$ cat src/rtl/alu_immediate_if.sv
// Decoder/regfile/ALU control bundle for the register-immediate sequencer.
// master: the sequencer (alu_immediate); slave: the decoder/datapath side.
interface alu_immediate_if;
  logic        FSM_start;
  logic [3:0]  opcode;
  logic [5:0]  param1;
  logic [15:0] immediate;
  logic        bus_register_input_en;
  logic        bus_register_out_en;
  logic [5:0]  register_addr;
  logic        latched_bus1_en;
  logic        latched_bus2_en;
  logic        alu_bus_out_en;
  logic [3:0]  alu_control;
  logic        immediate_en;
  logic        done;
  logic [15:0] FSM_bus_output;

  modport master (
    input  FSM_start, opcode, param1, immediate,
    output bus_register_input_en, bus_register_out_en, register_addr,
           latched_bus1_en, latched_bus2_en, alu_bus_out_en, alu_control,
           immediate_en, done, FSM_bus_output
  );

  modport slave (
    output FSM_start, opcode, param1, immediate,
    input  bus_register_input_en, bus_register_out_en, register_addr,
           latched_bus1_en, latched_bus2_en, alu_bus_out_en, alu_control,
           immediate_en, done, FSM_bus_output
  );
endinterface

$ cat src/rtl/alu_immediate.sv
// Sequencer for one Rd <- Rd op imm instruction over the shared 16-bit bus.
// Define ALU_IMM_CMP_NOWB_EN to make opcode 4'hF compare-only (no writeback).
//
// state  | meaning
// IDLE   | waiting for FSM_start, all outputs low
// LOAD_A | regfile drives Rd onto bus, ALU operand A latches
// LOAD_B | immediate driven onto bus, ALU operand B latches
// EXEC   | ALU drives result, regfile writes it back into Rd
// DONE   | one-cycle completion pulse
module alu_immediate (
  input  logic            clock,
  input  logic            reset,
  alu_immediate_if.master bus
);

  typedef enum logic [2:0] {
    IDLE   = 3'd0,
    LOAD_A = 3'd1,
    LOAD_B = 3'd2,
    EXEC   = 3'd3,
    DONE   = 3'd4
  } state_t;

  state_t      state;
  logic [3:0]  opcode_q;
  logic [5:0]  param1_q;
  logic [15:0] immediate_q;
  logic        writeback;

`ifdef ALU_IMM_CMP_NOWB_EN
  assign writeback = (opcode_q != 4'hF);
`else
  assign writeback = 1'b1;
`endif

  // Outputs are registered alongside the next state, so each is valid for
  // exactly the cycle the FSM spends in the state that owns it.
  always_ff @(posedge clock or negedge reset) begin
    if (!reset) begin
      state                     <= IDLE;
      opcode_q                  <= 4'h0;
      param1_q                  <= 6'h00;
      immediate_q               <= 16'h0000;
      bus.bus_register_input_en <= 1'b0;
      bus.bus_register_out_en   <= 1'b0;
      bus.register_addr         <= 6'h00;
      bus.latched_bus1_en       <= 1'b0;
      bus.latched_bus2_en       <= 1'b0;
      bus.alu_bus_out_en        <= 1'b0;
      bus.alu_control           <= 4'h0;
      bus.immediate_en          <= 1'b0;
      bus.done                  <= 1'b0;
      bus.FSM_bus_output        <= 16'h0000;
    end else begin
      bus.bus_register_input_en <= 1'b0;
      bus.bus_register_out_en   <= 1'b0;
      bus.register_addr         <= 6'h00;
      bus.latched_bus1_en       <= 1'b0;
      bus.latched_bus2_en       <= 1'b0;
      bus.alu_bus_out_en        <= 1'b0;
      bus.alu_control           <= 4'h0;
      bus.immediate_en          <= 1'b0;
      bus.done                  <= 1'b0;
      bus.FSM_bus_output        <= 16'h0000;
      case (state)
        IDLE: begin
          if (bus.FSM_start) begin
            opcode_q                <= bus.opcode;
            param1_q                <= bus.param1;
            immediate_q             <= bus.immediate;
            state                   <= LOAD_A;
            bus.bus_register_out_en <= 1'b1;
            bus.latched_bus1_en     <= 1'b1;
            bus.register_addr       <= bus.param1;
            bus.alu_control         <= bus.opcode;
          end
        end
        LOAD_A: begin
          state               <= LOAD_B;
          bus.immediate_en    <= 1'b1;
          bus.FSM_bus_output  <= immediate_q;
          bus.latched_bus2_en <= 1'b1;
          bus.alu_control     <= opcode_q;
        end
        LOAD_B: begin
          state                     <= EXEC;
          bus.alu_bus_out_en        <= 1'b1;
          bus.bus_register_input_en <= writeback;
          bus.register_addr         <= param1_q;
          bus.alu_control           <= opcode_q;
        end
        EXEC: begin
          state    <= DONE;
          bus.done <= 1'b1;
        end
        DONE: begin
          state <= IDLE;
        end
        default: begin
          state <= IDLE;
        end
      endcase
    end
  end

endmodule

$ cat src/flat_wrapper.sv
// flat-port wrapper written by rule: the top's interface ports become plain ports
module alu_immediate_flat 
  (clock, reset, bus_FSM_start, bus_opcode, bus_param1, bus_immediate, bus_bus_register_input_en, bus_bus_register_out_en, bus_register_addr, bus_latched_bus1_en, bus_latched_bus2_en, bus_alu_bus_out_en, bus_alu_control, bus_immediate_en, bus_done, bus_FSM_bus_output);
  alu_immediate_if bus_i ();
  input  logic clock;
  input  logic reset;
  input wire logic [$bits(bus_i.FSM_start)-1:0] bus_FSM_start;
  input wire logic [$bits(bus_i.opcode)-1:0] bus_opcode;
  input wire logic [$bits(bus_i.param1)-1:0] bus_param1;
  input wire logic [$bits(bus_i.immediate)-1:0] bus_immediate;
  output wire logic [$bits(bus_i.bus_register_input_en)-1:0] bus_bus_register_input_en;
  output wire logic [$bits(bus_i.bus_register_out_en)-1:0] bus_bus_register_out_en;
  output wire logic [$bits(bus_i.register_addr)-1:0] bus_register_addr;
  output wire logic [$bits(bus_i.latched_bus1_en)-1:0] bus_latched_bus1_en;
  output wire logic [$bits(bus_i.latched_bus2_en)-1:0] bus_latched_bus2_en;
  output wire logic [$bits(bus_i.alu_bus_out_en)-1:0] bus_alu_bus_out_en;
  output wire logic [$bits(bus_i.alu_control)-1:0] bus_alu_control;
  output wire logic [$bits(bus_i.immediate_en)-1:0] bus_immediate_en;
  output wire logic [$bits(bus_i.done)-1:0] bus_done;
  output wire logic [$bits(bus_i.FSM_bus_output)-1:0] bus_FSM_bus_output;
  assign bus_i.FSM_start = bus_FSM_start;
  assign bus_i.opcode = bus_opcode;
  assign bus_i.param1 = bus_param1;
  assign bus_i.immediate = bus_immediate;
  assign bus_bus_register_input_en = bus_i.bus_register_input_en;
  assign bus_bus_register_out_en = bus_i.bus_register_out_en;
  assign bus_register_addr = bus_i.register_addr;
  assign bus_latched_bus1_en = bus_i.latched_bus1_en;
  assign bus_latched_bus2_en = bus_i.latched_bus2_en;
  assign bus_alu_bus_out_en = bus_i.alu_bus_out_en;
  assign bus_alu_control = bus_i.alu_control;
  assign bus_immediate_en = bus_i.immediate_en;
  assign bus_done = bus_i.done;
  assign bus_FSM_bus_output = bus_i.FSM_bus_output;
  alu_immediate u_core (.clock(clock), .reset(reset), .bus(bus_i));
endmodule
$ cat config.mk
export PLATFORM = sky130hd
export DESIGN_NAME = alu_immediate_flat
export DESIGN_NICKNAME = d
export VERILOG_FILES = /design/src/rtl/alu_immediate_if.sv /design/src/rtl/alu_immediate.sv /design/src/flat_wrapper.sv
export SDC_FILE = /design/constraint.sdc
export NUM_CORES = 1
export LEC_CHECK = 0
export BUFFER_PORTS_ARGS = -buffer_cell sky130_fd_sc_hd__clkbuf_2
export CAP_MARGIN = 30
export CORE_MARGIN = 2
export CORE_UTILIZATION = 35
export CTS_BUF_LIST = sky130_fd_sc_hd__clkbuf_2 sky130_fd_sc_hd__clkbuf_4 sky130_fd_sc_hd__clkbuf_8
export DETAILED_ROUTE_END_ITERATION = 8
export HOLD_SLACK_MARGIN = 0.02
export PLACE_DENSITY = 0.57
export SYNTH_ARGS = -nofsm -noshare
export SYNTH_HDL_FRONTEND = slang
export SYNTH_SLANG_ARGS = --single-unit
$ cat constraint.sdc
create_clock -name clock -period 4.7 [get_ports clock]
set_input_delay 0 -clock clock [delete_from_list [all_inputs] [get_ports clock]]
set_output_delay 0 -clock clock [all_outputs]
set_load 0.05 [all_outputs]
==> metrics.md, run 1 <==
| Metric | Value |
|---|---|
| CTS root buffer | clkbuf_8 |
| Max Freq | 479 MHz |
| Critical-path top delay cell | dfrtp_1 |
| Slew Limit Fails | 0 |
| Power share of the sequential group | 39.3% |
| Post-synth EDFFs | 0 |
| CP top delay family | flip-flops |
| CTS resizes | 0 |
| Crit path capture type | flop |
| Number of diodes | 0 |
| Crit path arrival time | 2.30 ns |
| Die H | 82.8 µm |
| 1st-iter DRT viols | 84 |
| Sw frac | 40.9% |
| Synth-to-layout area growth | 36.7% |
| Cell taking the most area after synthesis | dfrtp_1 |
| CTS max path bufs | 2 |
| Tmin final | 2.09 ns |
| GRT Overall Usage | 12.9% |
| FF-to-FF Start | u_core.state[1]$_DFFE_PN0P_ |
| Row cnt | 28 |
| Combinational power share | 41.6% |
| Initial antenna violation count | 0 |
| Worst setup SP type | flop |
| Commonest cells in the netlist | dfrtp_1 (59), mux2_2 (26), and2_1 (17) |
| P_leak | 1.46 nW |
| Die X | 82.8 µm |
| Count of different cell masters after synthesis | 19 |
| Sequential area share after synthesis | 67.9% |
| Setup TNS | 0 ns |
| Grt total ovfl | 0 |
| First-pass GRT wire length | 6890 µm |
| Final WS setup | 2.61 ns |
| Slew HR | 49.3% |
| Max VDD drop | 0.000453 V |
| Synth top area cells | dfrtp_1 (68%), mux2_2 (13%), and2_1 (4.9%) |
| Drt first pass iters | 4 |
| Seq cells post-synth | 59 |
| GR Util met3 | 6.76% |
| Design internal power | 1.28 mW |
| Outcome | completed |
| Final hold vios | 0 |
| RR Endpoint | u_core.param1_q[4]$_DFFE_PN0P_ |
| PwrDens | 727 mW/mm² |
| WHS | 0.366 ns |
| FF-to-FF setup slack | 2.61 ns |
| CTS tree | yes |
| Clock slew at reported path FFs | 0.07 ns |
| Wirelength, routed | 4030 µm |
| Largest net degree at the start of global routing | 60 |
| Clock share of power | 19.1% |
| Synth warn | 0 |
| Synth Instances | 146 |
| Vias/cell | 4.40 |
| # Post-CTS Setup Buffers | 0 |
| Hold Path Class | input pin to asynchronous set/reset pin |
| Top FF cell, synth | dfrtp_1 |
| Number of global-route vias before repair | 1452 |
| Half-perimeter wire length after placement | 2520 µm |
| GR met1 Demand/Resource | 17.0% |
| GR peak layer | met2 |
| Die area | 0.00686 mm² |
| Non-Filler Instances | 316 |
| Worst Tran Pin Value | 0.757 ns |
| Routed via count | 1391 |
| Core area | 0.00596 mm² |
| Syn nets | 175 |
| TritonCTS Buffers | 9 |
| Initial Util | 36.5% |
| Routability cong. | 0.704 |
| Place WS | 2.61 ns |
| Critical Path RT | 4.91 ns |
| Fin crit share | 44.5% |
| Hold buffers post-CTS | 28 |
| PortBufs | 61 |
| Top-count cell post-synth | dfrtp_1 |
| Async set-reset flop share out of synthesis | 100% |
| Share of the synthesized area in the top cell type | 67.9% |
| DRC | 0 |
| Net Switching | 0.885 mW |
| Fill cells | 527 |
| CP max FO | 24 |
| Cell area after synthesis | 0.00217 mm² |
| Wirelength per Cell | 12.8 µm |
| Post-DRT Antenna Nets | 0 |
| Final Setup Violations | 0 |
| Largest stage delay, worst path | 0.59 ns |
| Clk_skew | 0.00737 ns |
| H-tree levels | 3 |
| Crit Path Class | flop to flop |
| Clk sinks | 59 |
| Crit path cell chain | nor4b_4, buf_4, mux2_2 |
| Syn Area/Cell | 14.9 µm² |
| Max Cap Viol | 0 |
| Fraction of layout cells with a size suffix above 1 | 44.4% |
| Tot Pwr | 2.16 mW |
| Number of I/O pins | 62 |
| Worst path buffer plus inverter count | 1 |
| Placed insts | 273 |
| Clock latency on the worst-skew pair | 0.33 ns |
| NumNets Final | 266 |
| Unrepaired setup endpoints after global routing | no |
| Worst r2r path cells | 3 |
| Routing usage on met2 | 18.5% |
[routing by layer]
metal	vias to the layer above	wire length [µm]	share of wire [%]
met3	6	290	7.2
li1	672	-	-
met4	0	51	1.3
met1	658	1890	47
met2	55	1800	45
met5	-	0	0
[through the flow]
| step | area [µm²] | util [%] |
|---|---|---|
| 3_3_place_gp | 2510 | 42.1 |
| 4_1_cts | 2970 | 49.9 |
| 2_1_floorplan | 2170 | - |
| 6_report | 2970 | 49.9 |
| 3_5_place_dp | 2510 | 42.1 |
| 5_1_grt | 2970 | 49.9 |
[state kept, by name (all words and copies together), names as in the netlist]
signal                            cells
u_core.param1_q                       6
u_core.immediate_q                   16
u_core.bus.alu_control                4
u_core.bus.register_addr              6
u_core.bus.latched_bus1_en            1
u_core.bus.bus_register_input_en      1
u_core.bus.done                       1
u_core.bus.latched_bus2_en            1
u_core.bus.FSM_bus_output            16
u_core.opcode_q                       4
u_core.state                          3
[final cells by class]
type,count,area [µm²],share of cell area (%)
Sequential cell,59,1480,49.7
Multi-Input combinational cell,74,612,20.6
Timing Repair Buffer,91,601,20.2
Clock buffer,13,173,5.81
Tap cell,75,93.8,3.16
Clock inverter,2,10.0,0.337
Inverter,2,7.51,0.253
[placed cells by master, fill, tap and decap left out, drive strengths merged]
| cell type | Yosys | final |
|---|---|---|
| a21oi | 6 | 6 |
| a32o | 4 | 4 |
| and2 | 17 | 17 |
| and3 | 2 | 2 |
| buf | 8 | 2 |
| clkbuf | 3 | 74 |
| clkinv | 0 | 2 |
| dfrtp | 59 | 59 |
| dlygate4sd3 | 0 | 28 |
| inv | 2 | 2 |
| mux2 | 26 | 26 |
| nand2 | 6 | 6 |
| nand3b | 6 | 6 |
| nor2 | 3 | 3 |
| nor3b | 1 | 1 |
| nor4b | 1 | 1 |
| or2 | 1 | 1 |
| xor2 | 1 | 1 |
[power by group through the flow]
stage	logic (mW)	registers, mW	clock network [mW]
floorplan	0.410	1.17	0
global placement	0.882	0.856	0
detailed placement	0.894	0.859	0
CTS	0.914	0.851	0.428
global route	0.955	0.880	0.454
finish	0.899	0.848	0.413
[how the worst max path moves through the flow]
stage | startpoint | to | slack [ns] | cells after the start
CTS | u_core.state[1]$_DFFE_PN0P_ | u_core.param1_q[4]$_DFFE_PN0P_ | 2.60 | 3
global placement | u_core.state[1]$_DFFE_PN0P_ | u_core.immediate_q[12]$_DFFE_PN0P_ | 2.67 | 3
floorplan | u_core.state[1]$_DFFE_PN0P_ | u_core.immediate_q[0]$_DFFE_PN0P_ | 3.23 | 4
global route | u_core.state[1]$_DFFE_PN0P_ | u_core.opcode_q[2]$_DFFE_PN0P_ | 2.47 | 3
finish | u_core.state[1]$_DFFE_PN0P_ | u_core.param1_q[4]$_DFFE_PN0P_ | 2.61 | 3
detailed placement | u_core.state[1]$_DFFE_PN0P_ | u_core.param1_q[4]$_DFFE_PN0P_ | 2.61 | 3
[logic make-up (layout without fill, tap and decap cells)]
| kind of cell | count (synthesis) | in the layout | synth area share [%] |
|---|---|---|---|
| AO/OA/AOI/OAI | 10 | 10 | 3.22 |
| XOR/XNOR | 1 | 1 | 0.403 |
| multiplexers | 26 | 26 | 13.5 |
| buffers and inverters | 13 | 108 | 3.97 |
| AND/OR/NAND/NOR | 37 | 37 | 11.0 |
| flip-flops | 59 | 59 | 67.9 |
[worst min-delay path: stages]
cell           delay [ns]
dlygate4sd3_1        0.52
clkbuf_2             0.10
buf_4                0.58
No activity file was read; power rests on OpenSTA's default activity.
==> inputs of run 2 (changes only) <==
==> constraint.sdc (replaced) <==
create_clock -name clock -period 2.1 [get_ports clock]
set_input_delay 0 -clock clock [delete_from_list [all_inputs] [get_ports clock]]
set_output_delay 0 -clock clock [all_outputs]
set_load 0.05 [all_outputs]
==> run 2 against run 1 <==
Register-to-register slack got worse by 2.0 ns. Critical path type unchanged. Power increased by 130%. Sequential power increased by 120%. Clock power increased by 140%. Combinational power increased by 130%. Largest power group unchanged. Clock-buffer cell count decreased by 3.
==> metrics.md, run 2 (same netlist as run 1, synthesis figures left out) <==
| Metric | Value |
|---|---|
| Outcome | completed |
| # Post-CTS Setup Buffers | 0 (unchanged) |
| NumNets Final | 268 (+0.75%) |
| Post-DRT Antenna Nets | 0 (unchanged) |
| Crit path arrival time | 1.72 ns (-0.58 ns) |
| Fraction of layout cells with a size suffix above 1 | 45.5% (+1.1 points) |
| Tmin final | 1.51 ns (-0.583 ns) |
| Largest stage delay, worst path | 0.45 ns (-0.14 ns) |
| Fill cells | 562 (+6.6%) |
| CTS max path bufs | 2 (unchanged) |
| 1st-iter DRT viols | 49 (-42%) |
| Core area | 0.00596 mm² (unchanged) |
| Crit path capture type | flop |
| Slew HR | 51.6% (+2.2 points) |
| Unrepaired setup endpoints after global routing | no |
| Routability cong. | 0.659 (-6.3%) |
| Critical Path RT | 2.32 ns (-2.59 ns) |
| Wirelength, routed | 3950 µm (-2.0%) |
| Critical-path top delay cell | dfrtp_1 |
| Routed via count | 1403 (+0.86%) |
| Max Freq | 664 MHz (+39%) |
| Clock slew at reported path FFs | 0.06 ns (about the same) |
| CTS root buffer | clkbuf_8 |
| Drt first pass iters | 4 (unchanged) |
| Crit path cell chain | nor4b_4, buf_4, mux2_2 |
| Grt total ovfl | 0 (unchanged) |
| Final hold vios | 0 (unchanged) |
| Worst Tran Pin Value | 0.727 ns (-0.0301 ns) |
| CTS tree | yes |
| Max VDD drop | 0.000896 V (+98%) |
| Final WS setup | 0.593 ns (-2.02 ns) |
| FF-to-FF Start | u_core.state[0]$_DFFE_PN0P_ |
| Number of global-route vias before repair | 1482 (+2.1%) |
| GRT Overall Usage | 13.1% (+0.22 points) |
| First-pass GRT wire length | 7050 µm (+2.3%) |
| Clk_skew | 0.00284 ns (-0.00453 ns) |
| Crit Path Class | flop to flop |
| Die X | 82.8 µm (unchanged) |
| Number of diodes | 0 (unchanged) |
| Initial antenna violation count | 0 (unchanged) |
| Vias/cell | 4.40 (about the same) |
| PortBufs | 61 (unchanged) |
| Half-perimeter wire length after placement | 2490 µm (-1.4%) |
| Wirelength per Cell | 12.4 µm (-2.9%) |
| Place WS | 0.585 ns (-2.02 ns) |
| Slew Limit Fails | 0 (unchanged) |
| Fin crit share | 71.8% (+27 points) |
| FF-to-FF setup slack | 0.59 ns (-2.02 ns) |
| Row cnt | 28 (unchanged) |
| PwrDens | 1650 mW/mm² (+130%) |
| Commonest non-fill, non-tap cell in the layout | clkbuf_2 |
| Non-Filler Instances | 319 (+0.95%) |
| Hold Path Class | input pin to flop |
| P_leak | 1.48 nW (+1.2%) |
| Setup TNS | 0 ns (unchanged) |
| Clk sinks | 59 (unchanged) |
| Number of I/O pins | 62 (unchanged) |
| Die area | 0.00686 mm² (unchanged) |
| Final Setup Violations | 0 (unchanged) |
| Worst setup SP type | flop |
| CP max FO | 16 (-33%) |
| Max Cap Viol | 0 (unchanged) |
| Initial Util | 36.5% (unchanged) |
| Placed insts | 276 (+1.1%) |
| Most frequent cells in the layout | clkbuf_2 (61), dfrtp_1 (59), dlygate4sd3_1 (27), mux2_2 (26), and2_1 (17) |
| Die H | 82.8 µm (unchanged) |
| Clock latency on the worst-skew pair | 0.33 ns (about the same) |
| DRC | 0 (unchanged) |
| Crit path from | u_core.state[0]$_DFFE_PN0P_ |
| Largest net degree at the start of global routing | 60 (unchanged) |
| TritonCTS Buffers | 9 (unchanged) |
| HP Start | bus_FSM_start |
| Synth-to-layout area growth | 37.7% |
| Biggest regs | u_core.bus.FSM_bus_output (16), u_core.immediate_q (16) |
| H-tree levels | 3 (unchanged) |
[run 2: cell types whose count changed in the layout (fill, tap and decap cells not counted), sizes merged]
cell         before  now
buf               2    5
bufinv            0    1
clkbuf           74   71
clkinv            2    5
dlygate4sd3      28   27
[run 2: final cells by class]
cell class	instances	area (µm²)	share of cell area [%]
inverter	2	7.51	0.251
tap	75	93.8	3.13
multi-input combinational	74	612	20.4
clock inverter	6	55.1	1.84
sequential	59	1480	49.3
clock buffer	10	138	4.59
timing repair buffer	93	613	20.5
[run 2: worst paths after layout]
path	to	depth (start not counted)
min in group asynchronous	u_core.bus.FSM_bus_output[9]$_DFF_PN0_	3
hold reg to reg	u_core.bus.FSM_bus_output[5]$_DFF_PN0_	1
setup / recovery	u_core.immediate_q[4]$_DFFE_PN0P_	3
hold / removal	u_core.state[0]$_DFFE_PN0P_	3
max in group asynchronous	u_core.immediate_q[1]$_DFFE_PN0P_	3
setup reg to reg	u_core.immediate_q[4]$_DFFE_PN0P_	3
[run 2: per-layer routing]
metal / vias up / share of wire, % / GRT usage, %
met5: - / 0 / 0
met4: 0 / 1.1 / 4.92
met3: 8 / 8.1 / 6.46
met2: 56 / 43 / 18.8
met1: 664 / 48 / 17.1
li1: 675 / - / -
[run 2: power by group]
part / internal, mW / switching, mW
Combinational: 0.717 / 1.38
Sequential: 1.64 / 0.210
Clock: 0.569 / 0.425
[run 2: timing repair]
item / 4_1_cts / 5_1_grt
gates resized for setup: 0 / 0
endpoints found under the hold margin: 95 / 0
hold buffers: 27 / 0
endpoints found under the setup margin: 0 / 0
[run 2: stage by stage]
step	power, mW	cell area, µm²	util [%]	hold slack, ns
6_report	4.94	3000	50.3	0.0442
5_1_grt	5.26	3000	50.3	0.0626
4_1_cts	5.01	3000	50.3	0.0238
3_5_place_dp	3.96	2530	42.5	0.198
3_3_place_gp	3.93	2530	42.5	0.201
2_1_floorplan	3.53	2170	-	-0.296
[run 2: worst max-delay path: cells and delay by family (launching register included)]
kind,cells,cell delay [ns]
flip-flops,1,0.45
multiplexers,1,0.36
AND/OR/NAND/NOR,1,0.29
buffers and inverters,1,0.29
